--- src/rtl/alu_pkg.sv ---
// alu_pkg: shared ALU opcodes, default operand width and the queued command entry.
//   OP_*  : ALU opcodes (F[1:0] selects AND/OR/ADD/compare, F[2] inverts B / subtracts / selects greater-than)
//   W     : default operand/result width
//   cmd_t : one queued command {a, b, f, chain}
package alu_pkg;
   localparam int W = 4;
   localparam logic [2:0] OP_AND = 3'b000;
   localparam logic [2:0] OP_OR  = 3'b001;
   localparam logic [2:0] OP_ADD = 3'b010;
   localparam logic [2:0] OP_EQ  = 3'b011;
   localparam logic [2:0] OP_SUB = 3'b110;
   localparam logic [2:0] OP_GT  = 3'b111;
   typedef struct packed {
      logic [W-1:0] a;
      logic [W-1:0] b;
      logic [2:0]   f;
      logic         chain;
   } cmd_t;
endpackage

--- src/rtl/alu_cmd_fifo.sv ---
// alu_cmd_fifo: synchronous DEPTH-entry command FIFO.
//   clk, rst    : clock, synchronous active-high reset (pointers and level only)
//   push, pop   : write din at tail / drop head; caller never pushes when full or pops when empty
//   din, head   : tail write data, current head entry
//   level       : occupancy 0..DEPTH
//   full, empty : occupancy flags
module alu_cmd_fifo
   import alu_pkg::*;
#(
   parameter int DEPTH = 4
) (
   input  logic                   clk,
   input  logic                   rst,
   input  logic                   push,
   input  logic                   pop,
   input  cmd_t                   din,
   output cmd_t                   head,
   output logic [$clog2(DEPTH):0] level,
   output logic                   full,
   output logic                   empty
);
   localparam int AW = $clog2(DEPTH);
   localparam logic [AW:0] FULL_LVL = (AW+1)'(DEPTH);
   cmd_t mem [DEPTH];
   logic [AW-1:0] wr_ptr, rd_ptr;
   assign head  = mem[rd_ptr];
   assign full  = level == FULL_LVL;
   assign empty = level == '0;
   always_ff @(posedge clk) begin
      if (rst) begin
         wr_ptr <= '0;
         rd_ptr <= '0;
         level  <= '0;
      end else begin
         if (push) wr_ptr <= wr_ptr + 1'b1;
         if (pop) rd_ptr <= rd_ptr + 1'b1;
         level <= level + (AW+1)'(push) - (AW+1)'(pop);
      end
   end
   // Storage is deliberately not reset.
   always_ff @(posedge clk)
      if (push) mem[wr_ptr] <= din;
endmodule

--- src/rtl/alu_cmd_queue.sv ---
// alu_cmd_queue: buffered, flow-controlled command front-end around a combinational ALU.
//   clk, rst                   : clock, synchronous active-high reset
//   in_valid/in_ready          : command handshake carrying in_a, in_b, in_f (and in_chain)
//   alu_a, alu_b, alu_f, alu_y : drive to / result from the combinational ALU
//   out_valid/out_ready, out_y : registered, back-pressured result
//   level                      : queue occupancy
// Define ALU_CMD_CHAIN_EN to add in_chain: a chained command uses the previous result as A.
module alu_cmd_queue
   import alu_pkg::*;
#(
   parameter int DEPTH = 4,
   parameter int W     = 4
) (
   input  logic                   clk,
   input  logic                   rst,
   input  logic                   in_valid,
   output logic                   in_ready,
   input  logic [W-1:0]           in_a,
   input  logic [W-1:0]           in_b,
   input  logic [2:0]             in_f,
`ifdef ALU_CMD_CHAIN_EN
   input  logic                   in_chain,
`endif
   output logic [W-1:0]           alu_a,
   output logic [W-1:0]           alu_b,
   output logic [2:0]             alu_f,
   input  logic [W-1:0]           alu_y,
   output logic                   out_valid,
   input  logic                   out_ready,
   output logic [W-1:0]           out_y,
   output logic [$clog2(DEPTH):0] level
);
   cmd_t din, head;
   logic full, empty, push, issue;
   // A full queue refuses pushes even if a pop happens this cycle.
   assign in_ready = !full;
   assign push     = in_valid && in_ready;
   assign issue    = !empty && (!out_valid || out_ready);
   assign alu_b    = head.b;
   assign alu_f    = head.f;
`ifdef ALU_CMD_CHAIN_EN
   logic [W-1:0] prev_y;
   assign din   = '{a: in_a, b: in_b, f: in_f, chain: in_chain};
   assign alu_a = head.chain ? prev_y : head.a;
   always_ff @(posedge clk)
      if (rst) prev_y <= '0;
      else if (issue) prev_y <= alu_y;
`else
   logic unused_chain;
   assign din          = '{a: in_a, b: in_b, f: in_f, chain: 1'b0};
   assign alu_a        = head.a;
   assign unused_chain = head.chain;
`endif
   alu_cmd_fifo #(.DEPTH(DEPTH)) u_fifo (
      .clk   (clk),
      .rst   (rst),
      .push  (push),
      .pop   (issue),
      .din   (din),
      .head  (head),
      .level (level),
      .full  (full),
      .empty (empty)
   );
   always_ff @(posedge clk) begin
      if (rst) begin
         out_valid <= 1'b0;
         out_y     <= '0;
      end else if (issue) begin
         out_valid <= 1'b1;
         out_y     <= alu_y;
      end else if (out_ready) begin
         out_valid <= 1'b0;
      end
   end
endmodule
--- config.mk ---
export PLATFORM = sky130hd
export DESIGN_NAME = alu_cmd_queue
export DESIGN_NICKNAME = d
export VERILOG_FILES = /design/src/rtl/alu_pkg.sv /design/src/rtl/alu_cmd_fifo.sv /design/src/rtl/alu_cmd_queue.sv
export SDC_FILE = /design/constraint.sdc
export NUM_CORES = 1
export LEC_CHECK = 0
export BUFFER_PORTS_ARGS = -buffer_cell sky130_fd_sc_hd__buf_4
export CORE_UTILIZATION = 49
export DETAILED_ROUTE_END_ITERATION = 16
export PLACE_DENSITY = 0.74
export RECOVER_POWER = 100
export SETUP_SLACK_MARGIN = 0.4
export SLEW_MARGIN = 5
export SYNTH_ARGS = -nofsm -noshare
export SYNTH_HDL_FRONTEND = slang
export SYNTH_SLANG_ARGS = --single-unit
--- constraint.sdc ---
create_clock -name clk -period 1.8 [get_ports clk]
set_input_delay 0 -clock clk [delete_from_list [all_inputs] [get_ports clk]]
set_output_delay 0 -clock clk [all_outputs]
set_load 0.05 [all_outputs]
After elaboration in Yosys (flattened, before gate mapping):

Memory sizes are Yosys's and may differ from the RTL's. A register that Yosys moved wholly into a read port is not among the register bits.
Index checks and enable logic that the tools add are counted.

* memories kept: 1
* word-level logic and storage cells: 25
* input port bits: 19
* output and inout port bits: 20
* RAM bits: 44
* flip-flop bits (word level): 12

* mux-type cells: 6
* reductions and logical operators: 8
* $add $sub $neg: 4
* eq/ne operators: 1

Memories
* u_fifo.mem: depth 4, bits a word 11, rd ports 1, clocked after memory_dff 1, write ports 1, line alu_cmd_fifo.sv:24 `cmd_t mem [DEPTH];`

Operator list (number)
* $add A2 B1 Y2 const B: 2
* $mux W1: 4
* $mux W2: 2
* $add A3 B1 Y3: 1
* $eq A3 B3 Y1 const B: 1
* $logic_not A1 Y1: 3
* $logic_not A3 Y1: 1
* $sub A3 B1 Y3: 1
* $logic_and A1 B1 Y1: 2
* $reduce_bool A2 Y1: 1
* $logic_or A1 B1 Y1: 1

Longest topological paths before layout:

* depth after elaboration: 5
* mapped depth: 10
* depth with buffers taken out: 10

Cells and area by module:

A second synthesis with hierarchy kept.

* cells, all modules: 128
* area total of the unflattened synthesis: 2423.6 µm²

By module, submodules not included
* alu_cmd_fifo: area each 2175.8 µm², cells each 104, instances 1
* alu_cmd_queue: area each 247.7 µm², cells each 24, instances 1

Worst setup path after synthesis:

Ideal clock, no wire load.

* kind: reg-to-reg
* start point: register u_fifo.level[1]
* end point: register u_fifo.level[2]
* library setup time: 78 ps
* setup slack: -632 ps
* stages on the path, launching flop included: 11
* clock period less this slack: 2432 ps
* required time: 1722 ps
* data arrival time: 2354 ps
* cell sequence: dfxtp_1 nor3_2 nor2_1 ha_1 inv_1 ha_1 inv_1 fa_1 xor2_1 and2_2 nor3_1

* elaborated cells on any way between the ends: 8
* those cells by class: add/sub (2); eq/ne (1); reduce/logical (5)

RTL lines
* start, declared: line alu_cmd_fifo.sv:18 `output logic [$clog2(DEPTH):0] level,`
* start signal, assigned: line alu_cmd_fifo.sv:37 `level <= level + (AW+1)'(push) - (AW+1)'(pop);`
* $logic_not A3 Y1: line alu_cmd_fifo.sv:28 `assign empty = level == '0;`
* $logic_not A1 Y1: line alu_cmd_queue.sv:38 `assign issue = !empty && (!out_valid || out_ready);`
* $logic_and A1 B1 Y1: line alu_cmd_queue.sv:38
* via issue: line alu_cmd_queue.sv:34 `logic full, empty, push, issue;`
* $sub A3 B1 Y3: line alu_cmd_fifo.sv:37

The timed path passes the listed nets, and every way through them passes these cells.
A chain may end at the register's enable or synchronous reset.

Worst setup path after layout:

* start point: register u_fifo.level[2]
* end point: register u_fifo.level[2]

The elaborated chain is that of the path after synthesis.

==> results.cfg <==
[floorplan]
start_util = 0.519
die_area_um2 = 4950
coreArea_um2 = 4410
die_x_um = 70.4
io_pins = 39
die_h_um = 70.4
rows = 24

[sta]
finalCritPeriodShare = 1.04
setup_viol = 1
relSlewSlack = 0.604
fin_ws_ns = -0.0746
tightest_slew_ns = 0.597
slew_viol_final = 0
rsz0062_at_grt = true
fin_tns_setup_ns = -0.0746
finClkSkew_ns = 0.00822
hold_viol = 0
fmax_mhz = 533
min_period_ns = 1.87

[synthesis]
synth_seq_cells = 58
netlist_area_um2 = 2290
synth.distinct_cells = 27
synth_nets = 155
avgSynthCellArea_um2 = 17.8
postSynthCellCount = 129
yosys_warnings = 0
yosys-top-cells-area = edfxtp_1 (58%), dfxtp_1 (12%), mux4_2 (11%), ha_1 (3.3%), mux2_2 (1.5%)
yosysSeqAreaShare = 0.699
synth_top_cell_area_share = 0.577
synth_largest_area_cell = edfxtp_1

[route]
final_antenna_net_count = 0
dr.pass1.iters = 4
avgViaCountPerCell = 5.23
vias = 1411
finalWirelength_um = 4640
drtIter0Drc = 73
drc = 0
drt-wirelength-per-cell_um = 17.2

[critical_path]
setup.worst_path.class = flop to flop
worstPathCellList = nor3_4 -> nor2_4 -> ha_4 -> inv_2 -> ha_4 -> inv_2 -> fa_2 -> xor2_2 -> and2_4 -> nor3_2
cp-end-kind = flop
cp_max_fo = 2
startpoint_type = flop
cpPeakStageDelay_ns = 0.35
cp_slowest_cell = dfxtp_4
critPathRequiredTime_ns = 2.04
r2r_cells = 10
crit_arrival_ns = 2.12

[power]
comb_power_share = 0.503
leakage_nw = 1.23
fin_total_pwr_mw = 5.79
switching_share = 0.369
p_clk_frac = 0.179
p_switching_mw = 2.14
internal_power_mw = 3.66
p_per_area_nw_per_um2 = 1740
worst_ir_drop_vdd_mv = 1.25
p_seq_frac = 0.318

[min_path]
holdPathStages = 3
hold_path_class = primary input to flop

[global_routing]
grt_overflow_total = 0
grt_max_degree = 17
grt_pass1_wl_um = 7120
first_global_vias = 1458
grt_use_total = 0.199
antenna_found_initial = 0

[status]
violations = negative setup slack
status = finished with violations

[layout]
layout.nets = 239
stdcell_area_um2 = 3330
area_growth_syn_to_layout_pct = 45.2
final_core_util = 0.753
antenna_cells = 0
drive_gt1_frac = 0.445

[clock_tree]
ctsHtreeMaxLevel = 3
cts_tree = built
insertion_delay_ns = 0.32
cts.sinks = 58
cts.path.max_buffers = 2
cts_made_buffers = 9
cts_root_buf = clkbuf_8
clk_pin_slew_ns = 0.06

[placement]
post_dp_cell_area_um2 = 2720
portBuffers = 38
dpl.hpwl_um = 2520
gp_congestion = 0.683

[job]
maxCapViolCount = 0
[power by group through the flow]
stage | sequential (mW) | clock (mW) | combinational (mW)
floorplan | 2.02 | 0 | 1.39
global placement | 1.82 | 0 | 2.13
detailed placement | 1.84 | 0 | 2.17
CTS | 1.85 | 1.05 | 2.73
global route | 1.87 | 1.13 | 3.07
finish | 1.84 | 1.04 | 2.91
[worst paths after layout]
check | from | end | slack [ns]
setup / recovery | u_fifo.level[2] | u_fifo.level[2] | -0.07
hold / removal | out_ready | out_valid | 0.10
setup reg to reg | u_fifo.level[2] | u_fifo.level[2] | -0.07
hold reg to reg | out_y[3] | out_y[3] | 0.48
[stage by stage]
stage	worst slack, ns	hold slack (ns)	instances
detailed placement	-0.223	0.206	224
global route	-0.171	0.129	270
finish	-0.0746	0.100	270
floorplan	-0.238	0.0989	129
global placement	-0.137	0.198	224
CTS	-0.131	0.0891	264
[synth_stat cells]
master	instances
dfxtp_1	14
nor3b_2	1
nor2b_1	3
fa_1	1
nand2_1	1
xor2_1	1
mux2_2	3
and2_2	1
a21oi_1	5
nand3b_1	4
mux2i_1	1
nor3_2	1
a21boi_2	1
o21ai_0	4
buf_2	2
nor2_1	8
ha_1	6
mux2_4	1
and2_1	4
nor3_1	1
edfxtp_1	44
buf_4	1
nor2b_4	1
nand2b_1	3
inv_1	5
mux4_2	11
buf_6	1
[cell families after synthesis]
group | count (synthesis) | share of synthesized area
xor+xnor | 1 | 0.00382
mux | 16 | 0.134
compound gates | 10 | 0.0246
simple gates | 28 | 0.0765
flops | 58 | 0.699
buf+inv | 9 | 0.0208
fa+ha+maj | 7 | 0.0415
[layer usage]
| metal | GRT usage | up-vias | part of all wire |
|---|---|---|---|
| li1 | - | 657 | - |
| met1 | 0.243 | 708 | 0.43 |
| met2 | 0.331 | 37 | 0.52 |
| met3 | 0.0563 | 9 | 0.036 |
| met4 | 0.0800 | 0 | 0.013 |
| met5 | 0 | - | 0 |
[state kept, by name, indices dropped and copies added (netlist names), named ones only]
name	count
u_fifo.level	3
u_fifo.wr_ptr	2
out_valid	1
u_fifo.rd_ptr	2
u_fifo.mem	44
out_y	4
[cells in the final DEF, fill, tap and decap left out, types with 2 or more instances in the layout]
cell           instances
dlygate4sd3_1         16
ha_4                   2
nor2b_1                2
nor2_4                 2
and2_4                 9
dfxtp_4                5
inv_2                  2
o21ai_0                4
edfxtp_1              44
mux4_2                11
mux2_4                 2
clkbuf_1              19
buf_8                 12
a21oi_1                5
clkbuf_8              11
nor2_1                 6
mux2_2                 2
clkinv_2               2
nand2b_1               3
ha_1                   4
buf_4                 21
inv_1                  3
buf_6                  4
dfxtp_1                8
nor2b_4                2
nand3b_1               4
[critical path, delay by kind of cell, from the launching register on]
family | cells | cell delay (ns)
buffers and inverters | 2 | 0.09
XOR/XNOR | 1 | 0.16
AND/OR/NAND/NOR | 4 | 0.53
adder cells (fa/ha/maj) | 3 | 0.67
flip-flops | 1 | 0.35
[timing repair]
item,CTS,global route
hold buffers,16,0
gates cloned,5,1
endpoints found under the setup margin,58,60
endpoints found under the hold margin,52,0
pin swaps,10,6
buffers inserted,3,5
gates resized for setup,45,11
[layout make-up]
type | count | area (um2)
Sequential cell | 58 | 1620
Fill cell | 256 | 1090
Multi-Input combinational cell | 66 | 768
Timing Repair Buffer | 73 | 679
Clock buffer | 13 | 159
Tap cell | 52 | 65.1
Inverter | 5 | 18.8
Clock inverter | 3 | 13.8
Power figures use the tool's default switching activity.
